**src/rtl/booth_pp_accum_pkg.sv**
```systemverilog
// Shared definitions for the radix-4 Booth partial-product accumulator:
// FSM states, Booth selection codes and datapath widths.
package booth_pkg;

  typedef enum logic [1:0] {
    IDLE = 2'd0,
    ACC  = 2'd1,
    DONE = 2'd2
  } booth_acc_state_t;

  localparam int unsigned ACC_W = 18;
  localparam int unsigned PP_W  = 10;

  localparam logic [2:0] BOOTH_ZERO = 3'd0;
  localparam logic [2:0] BOOTH_P1   = 3'd1;
  localparam logic [2:0] BOOTH_P2   = 3'd2;
  localparam logic [2:0] BOOTH_M1   = 3'd3;
  localparam logic [2:0] BOOTH_M2   = 3'd4;

  // Map a {b[2i+1], b[2i], b[2i-1]} group to the multiple it selects.
  function automatic logic [2:0] booth_sel(input logic [2:0] grp);
    logic [2:0] sel;
    unique case (grp)
      3'b001, 3'b010: sel = BOOTH_P1;
      3'b011:         sel = BOOTH_P2;
      3'b100:         sel = BOOTH_M2;
      3'b101, 3'b110: sel = BOOTH_M1;
      default:        sel = BOOTH_ZERO;
    endcase
    return sel;
  endfunction

endpackage

```
**src/rtl/booth_pp_enc.sv**
```systemverilog
// Combinational Booth encoder: selects 0, +/-M or +/-2M of the captured
// multiplicand as a PP_W-bit two's-complement partial product.
module booth_pp_enc
  import booth_pkg::*;
#(
  parameter int unsigned MCAND_W = 8
) (
  input  logic [2:0]         booth_grp,
  input  logic [MCAND_W-1:0] m,
  output logic [PP_W-1:0]    pp
);

  logic [PP_W-1:0] m1;
  logic [PP_W-1:0] m2;

  assign m1 = {{(PP_W-MCAND_W){1'b0}}, m};
  assign m2 = {m1[PP_W-2:0], 1'b0};

  always_comb begin
    pp = '0;
    unique case (booth_sel(booth_grp))
      BOOTH_P1: pp = m1;
      BOOTH_P2: pp = m2;
      BOOTH_M1: pp = -m1;
      BOOTH_M2: pp = -m2;
      default:  pp = '0;
    endcase
  end

endmodule

```
**src/rtl/booth_pp_accum.sv**
```systemverilog
// Sequential radix-4 Booth partial-product accumulator (one group per cycle).
// Optional range check / ovf port enabled by defining BOOTH_PP_ACCUM_OVF_EN.
module booth_pp_accum
  import booth_pkg::*;
#(
  parameter int unsigned MCAND_W = 8,
  parameter int unsigned NGRP    = 5
) (
  input  logic               clk,
  input  logic               rst,
  input  logic               start,
  input  logic [MCAND_W-1:0] mcand,
  input  logic [2:0]         booth_grp,
  output logic               busy,
  output logic               done,
`ifdef BOOTH_PP_ACCUM_OVF_EN
  output logic [15:0]        product,
  output logic               ovf
`else
  output logic [15:0]        product
`endif
);

  localparam int unsigned CNT_W = $clog2(NGRP);

  booth_acc_state_t          state_q, state_d;
  logic [MCAND_W-1:0]        m_q, m_d;
  logic signed [ACC_W-1:0]   acc_q, acc_d;
  logic [CNT_W-1:0]          cnt_q, cnt_d;
  logic [15:0]               product_q, product_d;

  logic [PP_W-1:0]           pp;
  logic signed [ACC_W-1:0]   pp_ext;
  logic signed [ACC_W-1:0]   term;
  logic signed [ACC_W-1:0]   acc_next;
  logic                      last_grp;

  booth_pp_enc #(
    .MCAND_W (MCAND_W)
  ) u_enc (
    .booth_grp (booth_grp),
    .m         (m_q),
    .pp        (pp)
  );

  // Group i carries weight 4^i, so the shift is 2*cnt.
  assign pp_ext   = {{(ACC_W-PP_W){pp[PP_W-1]}}, pp};
  assign term     = pp_ext <<< {cnt_q, 1'b0};
  assign acc_next = acc_q + term;
  assign last_grp = (cnt_q == CNT_W'(NGRP-1));

  always_comb begin
    state_d   = state_q;
    m_d       = m_q;
    acc_d     = acc_q;
    cnt_d     = cnt_q;
    product_d = product_q;
    unique case (state_q)
      IDLE: begin
        if (start) begin
          m_d     = mcand;
          acc_d   = '0;
          cnt_d   = '0;
          state_d = ACC;
        end
      end
      ACC: begin
        acc_d = acc_next;
        cnt_d = cnt_q + 1'b1;
        if (last_grp) begin
          product_d = acc_next[15:0];
          state_d   = DONE;
        end
      end
      DONE:    state_d = IDLE;
      default: state_d = IDLE;
    endcase
  end

  always_ff @(posedge clk or negedge rst) begin
    if (!rst) begin
      state_q   <= IDLE;
      m_q       <= '0;
      acc_q     <= '0;
      cnt_q     <= '0;
      product_q <= '0;
    end else begin
      state_q   <= state_d;
      m_q       <= m_d;
      acc_q     <= acc_d;
      cnt_q     <= cnt_d;
      product_q <= product_d;
    end
  end

  assign busy    = (state_q == ACC);
  assign done    = (state_q == DONE);
  assign product = product_q;

`ifdef BOOTH_PP_ACCUM_OVF_EN
  logic ovf_q, ovf_d;

  // A negative or >16-bit final sum can only come from a corrupt group stream.
  always_comb begin
    ovf_d = ovf_q;
    if (state_q == IDLE && start) begin
      ovf_d = 1'b0;
    end else if (state_q == ACC && last_grp) begin
      ovf_d = acc_next[ACC_W-1] | acc_next[16];
    end
  end

  always_ff @(posedge clk or negedge rst) begin
    if (!rst) begin
      ovf_q <= 1'b0;
    end else begin
      ovf_q <= ovf_d;
    end
  end

  assign ovf = ovf_q;
`endif

endmodule
```
**config.mk**
```make
export PLATFORM = sky130hd
export DESIGN_NAME = booth_pp_accum
export DESIGN_NICKNAME = d
export VERILOG_FILES = /design/src/rtl/booth_pp_accum_pkg.sv /design/src/rtl/booth_pp_enc.sv /design/src/rtl/booth_pp_accum.sv
export SDC_FILE = /design/constraint.sdc
export NUM_CORES = 1
export LEC_CHECK = 0
export BUFFER_PORTS_ARGS = -buffer_cell sky130_fd_sc_hd__buf_2
export CAP_MARGIN = 20
export CORE_MARGIN = 4
export CORE_UTILIZATION = 35
export CTS_CLUSTER_SIZE = 8
export DETAILED_ROUTE_END_ITERATION = 6
export PLACE_DENSITY = 0.56
export SETUP_SLACK_MARGIN = 0.5
export SLEW_MARGIN = 20
export SYNTH_ARGS = -nofsm -noshare
export SYNTH_HDL_FRONTEND = slang
export SYNTH_SLANG_ARGS = --single-unit
```
**constraint.sdc**
```tcl
create_clock -name clk -period 4.5 [get_ports clk]
set_clock_uncertainty 0.2 [all_clocks]
set_input_delay 0 -clock clk [delete_from_list [all_inputs] [get_ports clk]]
set_output_delay 0 -clock clk [all_outputs]
set_load 0.01 [all_outputs]
```
==> flow_metrics.tcl, run 1 <==
set metrics [dict create \
    syn_inst 406 \
    syn_to_final_growth_pct 29.74 \
    hp-class "in2reg" \
    min_from "start" \
    drt-vias-per-instance 5.375 \
    fin_crit_ns 4.032 \
    post-place-cells 553 \
    ios 32 \
    start_util_pct 36.54 \
    grt_start_max_net_pins 46 \
    synth_top_area_cell "dfrtp_1" \
    synth_fp_nets 439 \
    place.gp.congestion 0.8792 \
    startpoint_type "flip-flop" \
    crit_fanout 4 \
    end_kind "flip-flop" \
    grt-ovfl-total 0 \
    dr.first_iter.drc_count 158 \
    syn-cell-area_um2 3425 \
    clkLatencyLatePin_ns 0.30 \
    slew_viol_final 0 \
    path_clk_slew_ns 0.09 \
    setup_viol 0 \
    grt_pass1_vias 3044 \
    coreArea_um2 9371 \
    synthTopCellsByArea "dfrtp_1 33%, ha_1 6.6%, o21ai_0 6.1%" \
    cts_buffer_depth 2 \
    stdcell_count 594 \
    wl_per_cell_um 16.23 \
    synth_enable_flop_cells 0 \
    min_to "acc_q[14]$_DFFE_PN0P_" \
    cts_tree "done" \
    synth-async-reset-ratio_pct 100.0 \
    cts.sinks 45 \
    synth_cell_types 60 \
    root_buffer "clkbuf_8" \
    grt_pass1_wl_mm 15.45 \
    insertedDiodeCount 0 \
    dp_hpwl_mm 6.697 \
    final_common_cell "nand2_1" \
    antenna_found_initial 0 \
    slew_headroom_pct 40.72 \
    synth-seq-cells 45 \
    critPathKind "reg2reg" \
    ys_warn_count 0 \
    rr_worst_depth 15 \
    fmax_mhz 248.0 \
    ant_nets 0 \
    seq_area_frac_synth_pct 32.88 \
    min_path_cells 4 \
    num_rows 35 \
    htreeDepth 2 \
    hold_violations 0 \
    rsz0062_at_grt "true" \
    cts_buffers 5 \
    drcViolationCount 0 \
    period_share_pct 89.59 \
    critPathRequiredTime_ns 4.47 \
    cp.arrival_ns 4.00 \
    tns_ns 0 \
    dr.pass1.iters 4 \
    rr_endpoint "acc_q[14]$_DFFE_PN0P_" \
    p_per_area_nw_per_um2 896.9 \
    status "finished, final reports clean" \
    dieArea_um2 11430 \
    wirelength_mm 9.639 \
    vias 3193 \
    synth_top_flop_cell "dfrtp_1" \
    layout-drive-gt1-share_pct 32.04 \
    vdd_drop_max_v 0.0004130 \
    die_y_um 106.9 \
    final_cell_mix "54 x nand2_1, 42 x dfrtp_1, 36 x buf_4" \
    port_buffers 31 \
    grt.total_usage_pct 16.69 \
    yosysTopAreaCellShare_pct 32.88 \
    num-nets-final 497 \
    drv_cap 0 \
    worstMarginPinSlew_ns 0.8886 \
    leakage_uw 0.001932 \
    dieWidth_um 106.9 \
    rrSetupSlack_ns 0.47 \
    worstReg2RegStart "m_q[1]$_DFFE_PN0P_" \
    syn_avg_cell_area_um2 8.435 \
]
worst max-delay path: stages, from the launching register on:
cell     delay (ns)
dfrtp_1        0.42
inv_2          0.09
ha_4           0.13
or4b_4         0.47
or3_4          0.35
a32oi_4        0.29
nand2_2        0.14
a31oi_4        0.18
o32ai_2        0.11
ha_1           0.31
buf_4          0.16
and3_4         0.16
a32o_2         0.25
o41ai_2        0.26
nor3b_2        0.27
o31ai_1        0.10
Yosys cell counts (all sizes together), types with 2 or more instances:
| cell type | number |
|---|---|
| nand2 | 55 |
| a31o | 3 |
| nand3 | 7 |
| o21a | 6 |
| a31oi | 7 |
| a21oi | 24 |
| clkbuf | 17 |
| o41ai | 2 |
| mux2i | 7 |
| o32ai | 2 |
| xor2 | 6 |
| or3 | 4 |
| buf | 11 |
| and2 | 6 |
| nor2b | 5 |
| nor3b | 5 |
| dfrtp | 45 |
| a32o | 2 |
| o21bai | 2 |
| a32oi | 2 |
| a211oi | 4 |
| o21ai | 42 |
| xnor2 | 10 |
| a311oi | 2 |
| and3 | 6 |
| a21o | 4 |
| nor3 | 10 |
| a22oi | 2 |
| clkinv | 3 |
| mux2 | 12 |
| nor2 | 16 |
| nand2b | 5 |
| or4 | 2 |
| ha | 18 |
| nand4 | 2 |
| o31ai | 5 |
| a22o | 7 |
| o211ai | 5 |
| or2 | 4 |
| inv | 16 |
worst max-delay path by stage:
stage | depth (start not counted) | to | startpoint | slack [ns]
after floorplan | 15 | acc_q[14]$_DFFE_PN0P_ | m_q[6]$_DFFE_PN0P_ | 0.62
after global placement | 15 | acc_q[14]$_DFFE_PN0P_ | m_q[0]$_DFFE_PN0P_ | 0.08
after detailed placement | 15 | acc_q[14]$_DFFE_PN0P_ | m_q[0]$_DFFE_PN0P_ | 0.06
after CTS | 15 | product[14]$_DFFE_PN0P_ | m_q[1]$_DFFE_PN0P_ | 0.43
after global routing | 19 | acc_q[14]$_DFFE_PN0P_ | m_q[1]$_DFFE_PN0P_ | 0.34
final | 15 | acc_q[14]$_DFFE_PN0P_ | m_q[1]$_DFFE_PN0P_ | 0.47
metrics by stage:
stage	hold WS, ns	instance area (um2)	util (%)	total power [uW]	setup slack, ns
2_1_floorplan	-0.4956	3425	-	2470	0.6162
3_3_place_gp	-0.07610	3727	39.77	2994	0.07519
3_5_place_dp	-0.05647	3727	39.77	3013	0.05812
4_1_cts	0.1041	4130	44.07	3590	0.4259
5_1_grt	0.1493	4443	47.41	4330	0.3373
6_report	0.1042	4443	47.41	3985	0.4683
repair_timing:
| item | 4_1_cts | 5_1_grt |
|---|---|---|
| hold buffers | 9 | 0 |
| gates resized for setup | 18 | 54 |
| pin swaps | 12 | 26 |
| endpoints found under the setup margin | 12 | 13 |
| buffers inserted | 14 | 10 |
| endpoints found under the hold margin | 53 | 0 |
sequential cells by signal (all words and copies together) (netlist names):
register,flops
cnt_q,3
m_q,8
product,16
acc_q,16
state_q,2
per-layer routing:
layer | GRT usage (%) | routed length [um]
met5 | 0 | 0
met4 | 4.018 | 98
met3 | 1.866 | 301
met2 | 27.07 | 4724
met1 | 23.81 | 4514
power by group:
part           internal, uW  switching, uW
Sequential              619            181
Combinational          1320           1500
Clock                   221            147
Total                  2160           1830
kinds of logic after synthesis:
group	share of synthesized area [%]
DFF	32.88
AOI/OAI and AO/OA	24.81
and+or+nand+nor	19.18
adders and majority gates	7.161
xor gates and xnor gates	4.092
buffers and inverters	5.882
muxes	5.992
cell type report:
cell class | count | area [um2]
sequential | 45 | 1130
tap | 129 | 161.4
timing repair buffer | 79 | 549.3
inverter | 19 | 71.32
fill | 926 | 4928
clock buffer | 5 | 68.82
multi-input combinational | 314 | 2397
clock inverter | 3 | 65.06
Note: power is estimated with default switching activity, not from simulation.
==> run 2: changes to the inputs <==
CAP_MARGIN = unset   (was 20)
CELL_PAD_IN_SITES_DETAIL_PLACEMENT = 1   (was unset)
CELL_PAD_IN_SITES_GLOBAL_PLACEMENT = 1   (was unset)
PLACE_DENSITY = 0.69   (was 0.56)
SLEW_MARGIN = unset   (was 20)
==> run 2 against run 1 <==
Sequential share of layout area grew 0.35 points. Non-clock buffer count shrank 6. Clock power shrank 12%. Utilization shrank 0.69 points. First-iteration DRC count shrank 17%. Die area is the same. Worst hold slack gained 0.010 ns. Sequential cell count is the same. Routed wire length grew 16%. Cell count shrank 1.0%. Final area shrank 1.5%.
==> flow_metrics.tcl, run 2 (synthesis gave the netlist of run 1 again) <==
set metrics [dict create \
    status "finished, final reports clean" \
    hp-class "in2reg" \
    grt_pass1_wl_mm 18.13 \
    final_cell_mix "54 x nand2_1, 43 x dfrtp_1, 33 x o21ai_0" \
    die_y_um 106.9 \
    grt.total_usage_pct 19.51 \
    start_util_pct 36.54 \
    antenna_found_initial 0 \
    num-nets-final 491 \
    root_buffer "clkbuf_8" \
    wirelength_mm 11.19 \
    ant_nets 0 \
    dieArea_um2 11430 \
    stdcell_count 588 \
    grt-ovfl-total 0 \
    num_rows 35 \
    critPathKind "reg2reg" \
    fin_crit_ns 4.189 \
    worstReg2RegStart "m_q[0]$_DFFE_PN0P_" \
    switchingPower_uw 1955 \
    critPathRequiredTime_ns 4.50 \
    hold_violations 0 \
    crit_start "m_q[0]$_DFFE_PN0P_" \
    grt_pass1_vias 3541 \
    power.internal_uw 2174 \
    drcViolationCount 0 \
    crit_fanout 4 \
    tns_ns 0 \
    p_per_area_nw_per_um2 943.1 \
    pre_cts_slack_ns 0.03552 \
    period_share_pct 93.09 \
    drt-vias-per-instance 5.648 \
    grt_start_max_net_pins 46 \
    end_kind "flip-flop" \
    fin_util_pct 46.72 \
    layout-drive-gt1-share_pct 31.37 \
    cts_buffers 5 \
    p_comb_share_pct 71.8 \
    cp.arrival_ns 4.19 \
    wl_per_cell_um 19.03 \
    worstMarginPinSlew_ns 1.061 \
    ios 32 \
    setup_slack_ns 0.3112 \
    path_clk_slew_ns 0.09 \
    insertedDiodeCount 0 \
    port_buffers 31 \
    clkLatencyLatePin_ns 0.31 \
    slew_headroom_pct 29.24 \
    dieWidth_um 106.9 \
    seqPwrFrac_pct 20.3 \
    dr.pass1.iters 4 \
    htreeDepth 2 \
    p_clk_share_pct 7.8 \
    final_common_cell "nand2_1" \
    dr.first_iter.drc_count 131 \
    fmax_mhz 238.7 \
    dpl-instance-area_um2 3720 \
    leakage_uw 0.001899 \
    cts_buffer_depth 2 \
    drv_cap 0 \
    place.gp.congestion 0.8055 \
    cts.sinks 45 \
    coreArea_um2 9371 \
    rsz0062_at_grt "true" \
    cts_tree "done" \
    dp_hpwl_mm 7.515 \
    vias 3321 \
    startpoint_type "flip-flop" \
    swShare_pct 47.35 \
    min_from "start" \
    syn_to_final_growth_pct 27.84 \
    stdcell_area_um2 4378 \
    setup_viol 0 \
    slew_viol_final 0 \
    vdd_drop_max_v 0.0004469 \
    post-place-cells 552 \
]
run 2: cell count changes in the layout (fill, tap and decap cells not counted), sizes merged:
| cell | delta |
|---|---|
| buf | -6 |
| bufinv | -1 |
| clkbuf | +1 |
run 2: final timing paths:
check	end	slack [ns]	depth (start not counted)
worst max-delay path	product[12]$_DFFE_PN0P_	0.31	17
worst min-delay path	m_q[1]$_DFFE_PN0P_	0.11	4
worst max register to register	product[12]$_DFFE_PN0P_	0.31	17
worst min register to register	product[7]$_DFFE_PN0P_	0.28	2
max in group asynchronous	m_q[6]$_DFFE_PN0P_	3.15	2
min in group asynchronous	acc_q[7]$_DFFE_PN0P_	0.23	2
run 2: area by class of cell:
type | instances | area, um2
Clock inverter | 2 | 38.79
Clock buffer | 6 | 72.57
Multi-Input combinational cell | 314 | 2405
Inverter | 19 | 71.32
Timing Repair Buffer | 73 | 500.5
Tap cell | 129 | 161.4
Sequential cell | 45 | 1129
Fill cell | 1134 | 4994
run 2: what timing repair did:
action | in CTS | in global routing
hold endpoints to repair | 53 | 0
resized for setup | 29 | 40
endpoints found under the setup margin | 12 | 15
hold buffers | 9 | 0
setup buffers | 8 | 11
pin swaps | 5 | 9
gates cloned | 0 | 0
run 2: metrics by stage:
step                      hold slack [ns]  power [uW]
after detailed placement          0.03176        3101
after CTS                          0.1053        3674
after global placement            0.01927        3021
after global routing               0.1581        4456
after floorplan                   -0.4956        2470
final                              0.1142        4129
run 2: power by group through the flow:
stage          clock network (uW)  registers [uW]  logic (uW)
2_1_floorplan                   0             752        1720
3_3_place_gp                    0             832        2190
3_5_place_dp                    0             839        2260
4_1_cts                       330             834        2510
5_1_grt                       342             869        3250
6_report                      323             839        2970
run 2: metal layers:
metal	up-vias	GRT usage, %	share of wire [%]
met2	65	34.08	50
met1	1662	25.88	45
met5	-	0	0
met4	0	4.840	2.2
met3	24	1.927	2.9
li1	1570	-	-
run 2: worst max-delay path: stages (launching register included):
cell and delay [ns]:
dfrtp_1 0.42, inv_2 0.09, ha_4 0.14, buf_6 0.09, or4b_4 0.47, or3_4 0.35, a32oi_4 0.29, nand2_2 0.13
a31oi_4 0.19, o32ai_2 0.10, ha_1 0.33, a21o_1 0.18, a21o_1 0.19, a32o_2 0.25, buf_4 0.14, nor3_2 0.13
xnor2_1 0.11, mux2_2 0.27
